--- src/rtl/paralelo_serial_lanes_pkg.sv ---
// Shared constants for the parallel-to-serial transmitter and its matching
// serial-to-parallel receiver: the idle comma symbol and the default
// word width, lane count and input buffer depth.
package paralelo_serial_lanes_pkg;

  localparam int DEF_DATA_W     = 8;
  localparam int DEF_LANES      = 1;
  localparam int DEF_FIFO_DEPTH = 4;

  // K28.5 comma, sent whenever there is nothing queued.
  localparam logic [7:0] K28_5        = 8'hBC;
  localparam logic [7:0] DEF_IDLE_SYM = K28_5;

  // Width of a counter that runs 0..bpl-1; kept at least one bit wide so
  // the single-step-per-word case still has a legal vector.
  function automatic int step_w(input int bpl);
    return (bpl > 1) ? $clog2(bpl) : 1;
  endfunction

endpackage

--- src/rtl/fifo_sync.sv ---
// Single-clock FIFO buffering parallel words ahead of the serialiser.
// Ports:
//   clk_4f  - clock, rising edge
//   reset   - synchronous, active-low; empties the FIFO
//   push    - write din (ignored when full)
//   pop     - drop the head word (ignored when empty)
//   din     - word to write
//   dout    - current head word (valid while !empty)
//   full    - count == DEPTH
//   empty   - count == 0
//   count   - current occupancy, 0..DEPTH
module fifo_sync #(
  parameter  int WIDTH = 8,
  parameter  int DEPTH = 4,
  localparam int AW    = $clog2(DEPTH),
  localparam int CW    = AW + 1
) (
  input  logic             clk_4f,
  input  logic             reset,
  input  logic             push,
  input  logic             pop,
  input  logic [WIDTH-1:0] din,
  output logic [WIDTH-1:0] dout,
  output logic             full,
  output logic             empty,
  output logic [CW-1:0]    count
);

  if (DEPTH < 2 || (DEPTH & (DEPTH - 1)) != 0) begin : g_bad_depth
    $error("fifo_sync: DEPTH must be a power of 2 and at least 2");
  end

  logic [WIDTH-1:0] mem [DEPTH];
  logic [AW-1:0]    wr_ptr;
  logic [AW-1:0]    rd_ptr;
  logic             do_push;
  logic             do_pop;

  assign full    = (count == CW'(DEPTH));
  assign empty   = (count == '0);
  assign do_push = push && !full;
  assign do_pop  = pop && !empty;
  assign dout    = mem[rd_ptr];

  // NOTE: the storage array is deliberately left out of reset; pointers and
  // count define which entries are live, so stale contents are never read.
  always_ff @(posedge clk_4f) begin
    if (do_push) mem[wr_ptr] <= din;
  end

  // NOTE: state registers use non-blocking assignments so every register
  // samples pre-edge values regardless of statement order.
  always_ff @(posedge clk_4f) begin
    if (!reset) begin
      wr_ptr <= '0;
      rd_ptr <= '0;
      count  <= '0;
    end else begin
      // DEPTH is a power of 2, so the pointers wrap modulo DEPTH for free.
      if (do_push) wr_ptr <= wr_ptr + 1'b1;
      if (do_pop)  rd_ptr <= rd_ptr + 1'b1;
      case ({do_push, do_pop})
        2'b10:   count <= count + 1'b1;
        2'b01:   count <= count - 1'b1;
        default: count <= count;
      endcase
    end
  end

endmodule

--- src/rtl/paralelo_serial_lanes.sv ---
// Parallel-to-serial transmitter over LANES serial lanes.
// Words are buffered in a FIFO; each word occupies BPL = DATA_W/LANES
// consecutive cycles, lane k sending its own slice W[k*BPL +: BPL]
// MSB-first. When the FIFO is empty at a word boundary IDLE_SYM is sent.
// Ports:
//   clk_4f     - clock, rising edge
//   reset      - synchronous, active-low
//   data_in    - parallel word from upstream
//   valid_in   - data_in qualifier; accepted when ready_out is high
//   ready_out  - FIFO not full (low during reset)
//   data_out   - one registered serial bit per lane
//   word_start - registered, high while data_out carries a word's first bit
//   idle_out   - registered, high while data_out carries IDLE_SYM bits
//   fifo_count - FIFO occupancy
module paralelo_serial_lanes
  import paralelo_serial_lanes_pkg::*;
#(
  parameter  int                DATA_W     = DEF_DATA_W,
  parameter  int                LANES      = DEF_LANES,
  parameter  int                FIFO_DEPTH = DEF_FIFO_DEPTH,
  parameter  logic [DATA_W-1:0] IDLE_SYM   = DATA_W'(DEF_IDLE_SYM),
  localparam int                CNT_W      = $clog2(FIFO_DEPTH) + 1
) (
  input  logic              clk_4f,
  input  logic              reset,
  input  logic [DATA_W-1:0] data_in,
  input  logic              valid_in,
  output logic              ready_out,
  output logic [LANES-1:0]  data_out,
  output logic              word_start,
  output logic              idle_out,
  output logic [CNT_W-1:0]  fifo_count
);

  if (DATA_W % LANES != 0) begin : g_bad_lanes
    $error("paralelo_serial_lanes: DATA_W must be a multiple of LANES");
  end

  localparam int BPL    = DATA_W / LANES;
  localparam int STEP_W = step_w(BPL);

  logic [STEP_W-1:0] step;
  logic              step0;
  logic [DATA_W-1:0] fifo_head;
  logic [DATA_W-1:0] word_q;
  logic [DATA_W-1:0] cur_word;
  logic              idle_q;
  logic              cur_idle;
  logic              fifo_full;
  logic              fifo_empty;
  logic              push;
  logic              pop;
  logic [LANES-1:0]  lane_bits;

  assign step0     = (step == '0);
  assign ready_out = reset && !fifo_full;
  assign push      = valid_in && ready_out;
  assign pop       = reset && step0 && !fifo_empty;

  fifo_sync #(
    .WIDTH (DATA_W),
    .DEPTH (FIFO_DEPTH)
  ) u_fifo (
    .clk_4f (clk_4f),
    .reset  (reset),
    .push   (push),
    .pop    (pop),
    .din    (data_in),
    .dout   (fifo_head),
    .full   (fifo_full),
    .empty  (fifo_empty),
    .count  (fifo_count)
  );

  // Word being serialised this cycle: freshly selected on a step-0 cycle,
  // otherwise the word latched at the last boundary.
  always_comb begin
    // NOTE: defaults first so every path assigns both outputs and no latch
    // is inferred.
    cur_word = word_q;
    cur_idle = idle_q;
    if (step0) begin
      if (fifo_empty) begin
        cur_word = IDLE_SYM;
        cur_idle = 1'b1;
      end else begin
        cur_word = fifo_head;
        cur_idle = 1'b0;
      end
    end
  end

  // Lane k's slice is reversed so that index `step` picks the MSB-first bit.
  for (genvar k = 0; k < LANES; k++) begin : g_lane
    logic [BPL-1:0] slice_rev;
    for (genvar i = 0; i < BPL; i++) begin : g_bit
      assign slice_rev[i] = cur_word[k*BPL + BPL-1-i];
    end
    assign lane_bits[k] = slice_rev[step];
  end

  always_ff @(posedge clk_4f) begin
    if (!reset) begin
      step       <= '0;
      word_q     <= '0;
      idle_q     <= 1'b0;
      data_out   <= '0;
      word_start <= 1'b0;
      idle_out   <= 1'b0;
    end else begin
      step       <= (step == STEP_W'(BPL-1)) ? '0 : step + 1'b1;
      word_q     <= cur_word;
      idle_q     <= cur_idle;
      data_out   <= lane_bits;
      word_start <= step0;
      idle_out   <= cur_idle;
    end
  end

endmodule

--- config.mk ---
export PLATFORM = sky130hd
export DESIGN_NAME = paralelo_serial_lanes
export DESIGN_NICKNAME = d
export VERILOG_FILES = /design/src/rtl/paralelo_serial_lanes_pkg.sv /design/src/rtl/fifo_sync.sv /design/src/rtl/paralelo_serial_lanes.sv
export SDC_FILE = /design/constraint.sdc
export NUM_CORES = 1
export LEC_CHECK = 0
export CORE_MARGIN = 2
export CORE_UTILIZATION = 56
export DETAILED_ROUTE_END_ITERATION = 8
export PLACE_DENSITY = 0.87
export SLEW_MARGIN = 20
export SYNTH_ARGS = -nofsm -noshare
export SYNTH_HDL_FRONTEND = slang
export SYNTH_SLANG_ARGS = --single-unit
export TNS_END_PERCENT = 1
--- constraint.sdc ---
create_clock -name clk_4f -period 3.7 [get_ports clk_4f]
set_clock_uncertainty 0.15 [all_clocks]
set_input_delay 0.74 -clock clk_4f [delete_from_list [all_inputs] [get_ports clk_4f]]
set_output_delay 0.74 -clock clk_4f [all_outputs]
set_load 0.005 [all_outputs]
==> results of run 1 <==
## routing by layer
metal,vias to the layer above,part of all wire
met2,20,0.53
li1,591,-
met3,2,0.035
met5,-,0
met4,0,0.0017
met1,595,0.43
## through the flow
stage                     hold slack [ps]   util  power [mW]  instance area (sq um)
after floorplan                       303      -       0.858                   2200
after global placement                295  0.650       0.912                   2410
after detailed placement              316  0.650       0.925                   2410
after CTS                             347  0.675        1.24                   2510
after global routing                  386  0.675        1.29                   2510
final                                 333  0.675        1.23                   2510
## final cells by class
type | instances | area share
Clock inverter | 3 | 0.00998
Sequential cell | 55 | 0.567
Inverter | 10 | 0.0150
Tap cell | 48 | 0.0239
Clock buffer | 5 | 0.0274
Multi-Input combinational cell | 78 | 0.286
Timing Repair Buffer | 18 | 0.0708
## worst min-delay path: cells and delay by family, from the launching register on
kind | cells | cell delay, ps
compound gates | 1 | 60
flops | 1 | 320
simple gates | 1 | 60
## layout by cell type (no fill, tap or decap), types with 2 or more instances in the layout
cell type / n
o21ai_0: 3
clkdlybuf4s50_1: 17
and3_1: 4
ha_1: 8
a31oi_1: 2
nand2b_1: 2
nor2_1: 16
nor3_1: 2
clkbuf_8: 5
a21oi_1: 3
nand2_1: 4
mux4_2: 3
xor2_1: 3
nor3b_1: 2
o221a_2: 2
xnor2_1: 2
dfxtp_1: 23
edfxtp_1: 32
clkinv_4: 2
a22oi_1: 3
mux4_1: 6
inv_1: 9
## report_power, final
group | leakage (nW) | switching [mW] | total [mW] | internal [mW]
Combinational | 0.370 | 0.0877 | 0.187 | 0.0998
Clock | 0.0443 | 0.184 | 0.320 | 0.135
Sequential | 0.480 | 0.0330 | 0.723 | 0.690
Total | 0.894 | 0.305 | 1.23 | 0.925
## sequential cells by signal, summed over array words and instances, names as in the netlist, named ones only
register,flops
u_fifo.mem,32
word_q,8
step,3
u_fifo.count,3
u_fifo.rd_ptr,2
u_fifo.wr_ptr,2
data_out,1
idle_q,1
word_start,1
## worst max-delay path by stage
stage	end	slack, ps	cells after the start
after CTS	ready_out	490	4
after floorplan	u_fifo.count[2]	1120	10
final	ready_out	490	4
after global placement	ready_out	530	4
after detailed placement	u_fifo.count[2]	440	11
after global routing	ready_out	400	4
## cell families after synthesis
group / count (synthesis)
compound gates: 19
fa+ha+maj: 9
mux: 9
simple gates: 36
buf+inv: 14
flops: 55
xor+xnor: 5
==> summary by stage, run 1 <==
Worst setup path
The nature of the critical path endpoint is an output pin. The endpoint identified for the worst register-to-register timing path is u_fifo.count[2]. The critical path's top delay family is buffers and inverters.

The largest individual stage delay along the critical path comes from the cell clkdlybuf4s50_1. The logic depth of the worst register-to-register path is 11. The maximum fanout along the worst path is 6.

The arrival time of data at the critical path endpoint is 2320 ps. By startpoint and endpoint, the worst setup path is classified as in2out. Setup slack on the worst reg-to-reg path comes out at 870 ps. The launch point of the worst path is reset. The launch point of the worst reg-to-reg path is step[0]. The cell that appears most often on the critical path is clkdlybuf4s50_1. The kind of start point of the critical path is an input port. The signal on the critical path passes through clkdlybuf4s50_1, inv_2, a31oi_1, clkdlybuf4s50_1. The delay of the slowest critical-path stage is 600 ps. The count of buffer and inverter cells on the critical path is 3.

For the worst setup path, the data required time is 2810 ps.

Global route
For this run, global-route usage on met2 was measured as 0.324. The global-route layer with the greatest usage is met2. The initial antenna violation count is 0. The first global-routing pass estimated 5680 um of wire. Summed over all layers, the global routing overflow is 0. The met3 usage is 0.0422. In the global route stage, met1 resource usage came out at 0.209. The number of global-route vias before repair came to 1258. The pin count of the biggest net entering global routing is 19. The total global-route track usage is 0.176.

Synth
Of the total synthesized cell area, the portion taken by AND, OR, NAND and NOR gates is 0.0819. The adder-cell share of the synthesized area is 0.0546. Yosys mapped a number of flops with a built-in enable equal to 32. The synthesized netlist net count is 167.

After technology mapping, the gate count stands at 147. The number of different library cells in the post-synthesis netlist is 37. The post-synthesis cell area is around 2200 sq um. By area the synthesized netlist is led by edfxtp_1, dfxtp_1, mux4_1.

The part of the Yosys area used for sequential elements is 0.646. After synthesis, the share of cell area in mux cells is 0.102. After synthesis the netlist holds a flip-flop and latch count of 55. During synthesis, Yosys emitted a total of 0 warnings.

The fraction of the mapped netlist area in compound gates is 0.0677. For this run, the leading register cell type out of synthesis is edfxtp_1. A synthesized cell averages 15.0 sq um.

By instance count, the leading cell after synthesis is edfxtp_1. After synthesis, the largest family of logic cells by area is multiplexers. In the synthesized netlist the async set-or-reset flop fraction comes to 0. The cell type contributing the most total cell area after synthesis is edfxtp_1.

Of the total synthesized cell area, the portion taken by XOR and XNOR cells is 0.0199. The share of synthesized area in the top cell type comes to 0.437. In the synthesized netlist, the cells that appear most often are edfxtp_1, dfxtp_1, nor2_1, inv_1, ha_1.

STA
At the pin with the least slew margin, the transition time is 511 ps. The relative slew slack is 0.657. The total count of hold-check failures in the final report is 0.

Setup repair after global routing left no endpoint under its margin. Timing would allow up to 311 MHz. Of the available clock period, the critical path in the final layout requires 0.868. Setup violations remaining at the end of the flow were counted as 0. The clock period could shrink to 3210 ps. Once routing completed, OpenROAD measured the worst setup slack at 487 ps. The count of final max-slew check failures is 0. The total negative setup slack is 0 ps.

Clock tree
Hold repair after CTS inserted 0 buffers. The clock latency of the later-clocked register in the worst-skew pair is 300 ps. CTS saw between 50 and 60 sinks. The number of setup buffers added after CTS is 0.

The CTS clock-pin slew for the worst setup and hold paths is 90 ps. The clock passes through at most 2 buffers. The TritonCTS clock tree is built. In this run the clock root is driven by a clkbuf_8. The H-tree was split into 2 levels. Gates resized during post-CTS repair numbered 0. The clock buffer count from CTS is 5.

Floorplanning
The total I/O pin count is 18. The horizontal extent of the die is 66.7 um. The die span in y is 66.7 um. The area of the die is approximately 4400 sq um. In this run the core area contains 22 standard-cell rows. In this run the standard cell core region covers ~3700 sq um. The initial utilization of the core area, before any placement, comes to 0.592.

Final layout
Relative to the synthesized area, the layout overhead comes to 14.0%. 0 antenna diodes ended up in the layout. After the last flow step, the layout net total stands at 188. Summing all multi-input logic gate instances after layout gives 718 sq um. The number of non-filler instances in the completed layout is 217. The filler cell count in the final layout is 261.

The sequential cells in the finished layout cover a total of 1420 sq um. In the final layout, the share of cells above drive strength 1 is 0.101.

Place
In this run, placement finished with an instance count of ~210. The half-perimeter wire length of the detailed placement result is 2590 um. Timing analysis after detailed placement gives a worst setup slack of 436 ps. The global placer's final weighted congestion is 0.756. The number of buffer cells added on primary ports is 17.

Hold path
The worst hold path belongs to the class reg2reg. The sink of the worst hold path is idle_q. The worst hold path begins at idle_q.

The number of cells on the worst hold path is 2.

Drt
The via density per instance is 5.57. After the first detailed-routing iteration, the DRC count stood at 68. For this run, design rule violations remaining after detail routing come to 0. In the final routed layout, each cell accounts on average for 16.0 um. The number of search-and-repair iterations in the first detailed-routing pass is 4.

The count of nets left with antenna violations once routing finished came out at 0. The via count of the routed design is 1208. The routed design has 3470 um of wire.

Run status
The flow ran to the end, and the final reports show no timing, DRC or antenna violations.

Power and ir drop
IR analysis of the VDD net gives a maximum drop of 297 uV. In this run the static leakage power is 0.894 nW. Power spread over the standard cell area amounts to 490 nW/um^2.

Run
Across the run, the number of max-cap violations was 0.
(Power assumes the default switching activity.)
==> run 2, diff against run 1 <==
--- a/config.mk
+++ b/config.mk
@@ -5,10 +5,9 @@
 export SDC_FILE = /design/constraint.sdc
 export NUM_CORES = 1
 export LEC_CHECK = 0
-export CORE_MARGIN = 2
-export CORE_UTILIZATION = 56
+export CORE_UTILIZATION = 50
 export DETAILED_ROUTE_END_ITERATION = 8
-export PLACE_DENSITY = 0.87
+export PLACE_DENSITY = 0.8
 export SLEW_MARGIN = 20
 export SYNTH_ARGS = -nofsm -noshare
 export SYNTH_HDL_FRONTEND = slang
==> summary by stage, run 2 (synthesized netlist as in run 1, its figures left out) <==
Run status
The run finished with clean final reports.

Clock tree
TritonCTS built the clock tree. Clock-pin slew was measured on the worst setup and hold paths at about 90 ps. The number of gates resized after CTS was 0.

The later pin in the worst-skew pair is clocked with a latency of 300 ps. The post-CTS setup buffer count is 0. Counting along the longest clock path gives a buffer depth of 2.

The root buffer cell is clkbuf_8. The number of levels in the clock H-tree is 2. CTS saw 55 sinks. In this run, CTS created clock tree buffers numbering 5. The hold buffer count at cts is 0.

Floorplanning
Pin placement for this block handled 18 I/O pins. From left edge to right edge, the die measures 68.3 um. The floorplan has 23 rows. The area of the placeable core is 4120 sq um. The die covers 4670 sq um. For this configuration, the core starts out at a cell density of 0.535. The die span in y is between 60 and 70 um.

STA
Setup repair after global routing left no endpoint under its margin. Hold is met by 318 ps. The total negative setup slack is 0 ps. The relative slew slack is 0.686.

The total count of hold-check failures in the final report was 0. The number of setup violations in the final report is 0. The share of the cycle needed by the critical path after routing is 0.870.

The clock period could shrink to between 3000 and 4000 ps. The final worst setup slack is 482 ps. The actual slew at the worst max-slew pin is 471 ps.

The count of final max-slew check failures is 0. For this run, the top clock speed supported by timing is 311 MHz.

Worst setup path
The logic depth of the worst register-to-register path is 11. Walking the worst path, the cells encountered are clkdlybuf4s50_1, inv_2, a31oi_1, clkdlybuf4s50_1. The most prevalent standard cell on the critical path is clkdlybuf4s50_1. The reg-to-reg critical path endpoint is u_fifo.count[2]. The data required time at the worst endpoint is between 2000 and 3000 ps. The launch point of the worst reg-to-reg path is step[0]. The kind of start point of the critical path is an input port.

The maximum fanout along the worst path is 6. The setup check on the worst reg-to-reg path leaves a slack of about 790 ps. The category of the critical setup timing path is in2out. The nature of the critical path endpoint is an output pin. The arrival time of data at the critical path endpoint is 2330 ps. For this design, the slowest cell found on the critical path is clkdlybuf4s50_1. On the worst path, the slowest cell contributes a delay of 600 ps.

Global route
Summed over all layers, the global routing overflow is 0. For this run, the total global-route usage over all layers was measured as 0.185. The global-route wire length before repair is 5990 um. Entering global routing, the biggest net connects 19 pins. The initial antenna violation count is 0.

The number of global-route vias before repair is 1251.

Place
The half-perimeter wire length of the detailed placement result is 2650 um. The cell total after placement is 211. Timing analysis after detailed placement gives a worst setup slack of 402 ps. The global placer's final weighted congestion is 0.767.

The number of buffer cells added on primary ports is 17.

Drt
The number of remaining DRC errors is 0. The via density per instance is 5.56. The count of nets left with antenna violations once routing finished came out at 0. The total length of routed wires is 3730 um. For this block, the initial DRC count from the detailed router was 58. The via count of the routed design is ~1.2k. In the final routed layout, each cell accounts on average for 17.0 um. The number of search-and-repair iterations in the first detailed-routing pass is 3.

Final layout
The antenna diode count is 0. After the flow finishes, the layout carries non-filler instances totaling 219. The register with the most flip-flops in the layout has 32 of them. Leaving out fill and tap cells, the most frequent cell in the layout is edfxtp_1. Relative to the synthesized area, the layout overhead comes to 14.7%.

The number of nets in the layout is 188. In the layout the commonest cells are edfxtp_1, dfxtp_1, clkdlybuf4s50_1. The largest registers in the layout are u_fifo.mem x32, word_q x8. Counting flops per register, the top entry is u_fifo.mem.

The share of cells above drive strength 1 is 0.0888.

Power and ir drop
The leakage power is 0.902 nW. Power spread over the standard cell area amounts to around 500 nW/um^2. The total power consumption of the routed design is approximately 1.3 mW. The worst-case vdd ir drop is 319 uV.

Hold path
The sink of the worst hold path is idle_q. The origin of the worst min-delay path is idle_q. The min-delay analysis places its worst path in the category reg2reg. Along the worst hold path, the cell count comes to 2.

Run
Across the run, the number of max-cap violations was 0.
run 2: cell count changes in the layout (fill, tap and decap cells not counted), sizes merged:
| cell | delta |
|---|---|
| clkinv | -2 |
| clkbuf | +2 |
| clkinvlp | -1 |
| bufinv | +1 |
run 2: layout make-up:
class                      instances  area, sq um
inverter                          10         37.5
multi-input combinational         78          718
clock inverter                     1         30.0
clock buffer                       7         76.3
sequential                        55         1420
timing repair buffer              18          178
fill                             309         1590
tap                               50         62.6
run 2: worst max path at each step:
stage | startpoint | end | slack [ps] | cells after the start
6_report | reset | ready_out | 480 | 4
5_1_grt | reset | ready_out | 400 | 4
4_1_cts | reset | ready_out | 490 | 4
3_5_place_dp | reset | u_fifo.count[2] | 400 | 11
3_3_place_gp | reset | ready_out | 520 | 4
2_1_floorplan | reset | u_fifo.count[2] | 1120 | 10
run 2: per-layer routing:
metal,track usage,up-vias,routed length (um)
li1,-,591,-
met1,0.223,607,1660
met2,0.327,15,1940
met3,0.0450,4,98
met4,0.0521,0,34
met5,0,-,0
run 2: report_power, final:
group | total (mW) | internal (mW) | leakage (nW) | switching (mW)
Combinational | 0.188 | 0.0996 | 0.370 | 0.0884
Clock | 0.382 | 0.203 | 0.0524 | 0.179
Sequential | 0.723 | 0.690 | 0.480 | 0.0338
Total | 1.29 | 0.992 | 0.902 | 0.301
run 2: metrics by stage:
stage / instance area, sq um / utilization
after detailed placement: 2420 / 0.587
after floorplan: 2200 / -
after CTS: 2520 / 0.613
final: 2520 / 0.613
after global routing: 2520 / 0.613
after global placement: 2420 / 0.587
run 2: critical path, delay by kind of cell:
kind                   cells  cell delay [ps]
buffers and inverters      3             1270
AOI/OAI and AO/OA          1              320
==> run 3, diff against run 2 <==
--- a/config.mk
+++ b/config.mk
@@ -5,9 +5,11 @@
 export SDC_FILE = /design/constraint.sdc
 export NUM_CORES = 1
 export LEC_CHECK = 0
-export CORE_UTILIZATION = 50
+export CELL_PAD_IN_SITES_DETAIL_PLACEMENT = 0
+export CELL_PAD_IN_SITES_GLOBAL_PLACEMENT = 1
+export CORE_UTILIZATION = 47
 export DETAILED_ROUTE_END_ITERATION = 8
-export PLACE_DENSITY = 0.8
+export PLACE_DENSITY_LB_ADDON = 0.3
 export SLEW_MARGIN = 20
 export SYNTH_ARGS = -nofsm -noshare
 export SYNTH_HDL_FRONTEND = slang
==> summary by stage, run 3 (synthesized netlist as in run 1, its figures left out) <==
Place
Port buffering added 17 buffers. The post-place setup slack is approximately 400 ps. Summed over all nets, the half-perimeter wirelength after detailed placement is 2410 um. The congestion estimate from routability-driven global placement came to 0.734.

STA
In this run the tightest slew margin relative to its limit is 0.684. For this run, the top clock speed supported by timing is 307 MHz. Setup slack closes at ~440 ps. The share of the cycle needed by the critical path after routing is 0.880. The total negative setup slack is 0 ps. Setup repair after global routing left no endpoint under its margin.

The final critical delay including setup and external delays is 3260 ps. Setup violations remaining at the end of the flow were counted as 0. For the pin with the worst max-slew slack, the measured transition is 474 ps. The total count of hold-check failures in the final report came to 0. Final hold analysis gives a worst-case slack of about 310 ps. The count of final max-slew check failures is 0.

Clock tree
The hold buffer count at cts is 0. The clock latency of the later-clocked register in the worst-skew pair is 300 ps. The TritonCTS clock tree is built. The cell sitting at the root of the clock tree is a clkbuf_8. The clock tree synthesis step divided the H-tree into 2 levels. The clock passes through at most 2 buffers. The CTS clock-pin slew for the worst setup and hold paths is 90 ps. The tree built by TritonCTS fans out to 55 sinks. The number of clock buffers added by TritonCTS is 5. After clock tree synthesis, the repair step resized 0 gates. In this run the post-CTS setup repair buffer count came out at 0.

Final layout
Leaving out fill and tap cells, the most frequent cells in the layout are edfxtp_1, dfxtp_1, clkdlybuf4s50_1. For this run, the share of the core covered by cells in the final layout is 0.567. At the end of the flow, the number of nets in the layout was approximately 190.

The area growth from synthesis to layout is 13.8%. The multi-input combinational cell area is ~720 sq um. The largest register by flop count is u_fifo.mem. The flip-flop count of the largest register, all copies and words added is 32. Of the cells placed in the final design, the portion with a size suffix greater than 1 is 0.101. Leaving out fill and tap cells, the most frequent cell in the layout is edfxtp_1. The largest registers in the layout are u_fifo.mem x32, word_q x8. The filler cell count in the final layout is 364.

The combined flip-flop and latch cell area is 1420 sq um. The antenna diode count is 0.

Power and ir drop
The leakage power is around 0.9 nW. The internal power is ~920 uW. The clock power share is 0.255.

The worst-case vdd ir drop is ~280 uV. The share of total power dissipated in sequential elements is 0.592. In this run the power density over the cells is 487 nW/um^2. Of the total power, the share spent switching nets is 0.247. The switching power is 301 uW.

The share of total power dissipated in combinational logic is 0.152.

Floorplanning
Measured along the y axis, the die boundary spans ~70 um. In this run the horizontal extent of the chip is 70.4 um. The die covers 4960 sq um. The total I/O pin count is 18. The initial core utilization is 0.499. The core region is 4410 sq um.

The initialized floorplan defines 24 standard-cell rows.

Drt
The number of search-and-repair iterations in the first detailed-routing pass is 7. The routed wire length per instance is about 16 um. The via count of the routed design is ~1.2k. The number of remaining DRC errors is 0. Using the TritonRoute via totals, the vias-per-cell ratio works out to between 5 and 6.

The count of nets left with antenna violations once routing finished came out at 0. The total length of routed wires is 3490 um. The starting DRC count in detailed routing is 114.

Worst setup path
The critical path is of the in2out type. At the worst endpoint, the required time is between 2000 and 3000 ps. In this design, the stage delay of the slowest critical-path cell is 600 ps. Data on the critical path arrives at its endpoint at 2370 ps. The most prevalent standard cell on the critical path is clkdlybuf4s50_1. STA classifies the critical path startpoint as an input port. The signal on the critical path passes through clkdlybuf4s50_1, inv_2, a31oi_1, clkdlybuf4s50_1. STA classifies the critical path endpoint as an output pin. The cell at the slowest stage of the critical path is clkdlybuf4s50_1. The maximum fanout along the worst path is 6.

Global route
Entering global routing, the biggest net connects 19 pins. The total global-route track usage is 0.156. The total grt overflow is 0.

In this run the most used layer during global routing was met2. The met1 layer usage reported by global route is 0.191. The first global-routing pass estimated 5760 um of wire. The number of global-route vias before repair came to between 1k and 1.5k. For met2 alone, demand over resource in global routing was 0.258. For met3 alone, demand over resource in global routing was 0.0433. The initial antenna violation count is 0.

Run status
The run finished with clean final reports.

Run
The total of max-cap violations is 0.

Hold path
The type of the most critical hold path is reg2reg.
-- run 3: changes by cell type in the layout (fill, tap and decap cells not counted) --
cell	delta
clkbuf_1	-2
bufinv_16	-1
clkinv_2	+2
clkinvlp_2	+1
-- run 3: stage by stage --
step	total power, mW	std cells	cell area [sq um]
after CTS	1.23	221	2500
after detailed placement	0.923	213	2420
after global placement	0.917	213	2420
after floorplan	0.858	147	2200
final	1.22	221	2500
after global routing	1.28	221	2500
-- run 3: final timing paths --
| path | start | endpoint | slack [ps] | depth (start not counted) |
|---|---|---|---|---|
| worst min-delay path | idle_q | idle_q | 310 | 2 |
| worst min register to register | idle_q | idle_q | 310 | 2 |
| worst max register to register | step[0] | u_fifo.count[2] | 910 | 11 |
| worst max-delay path | reset | ready_out | 440 | 4 |
-- run 3: power groups by stage --
stage          logic [mW]  clock network [mW]  registers [mW]
6_report            0.186               0.312           0.723
5_1_grt             0.206               0.344           0.729
4_1_cts             0.187               0.321           0.724
3_5_place_dp        0.186                   0           0.738
3_3_place_gp        0.182                   0           0.735
2_1_floorplan       0.136                   0           0.721
-- run 3: worst max-delay path: cells and delay by family --
| family | cells | cell delay [ps] |
|---|---|---|
| compound gates | 1 | 360 |
| buf+inv | 3 | 1260 |
-- run 3: final cells by class --
cell class,count,area share
timing repair buffer,18,0.0710
clock inverter,3,0.00600
multi-input combinational,78,0.287
clock buffer,5,0.0275
tap,52,0.0260
inverter,10,0.0150
sequential,55,0.568
-- run 3: per-layer routing --
metal,wire length [um],part of all wire,up-vias
li1,-,-,592
met1,1510,0.43,622
met2,1850,0.53,23
met3,76,0.022,8
met4,50,0.014,0
met5,0,0,-
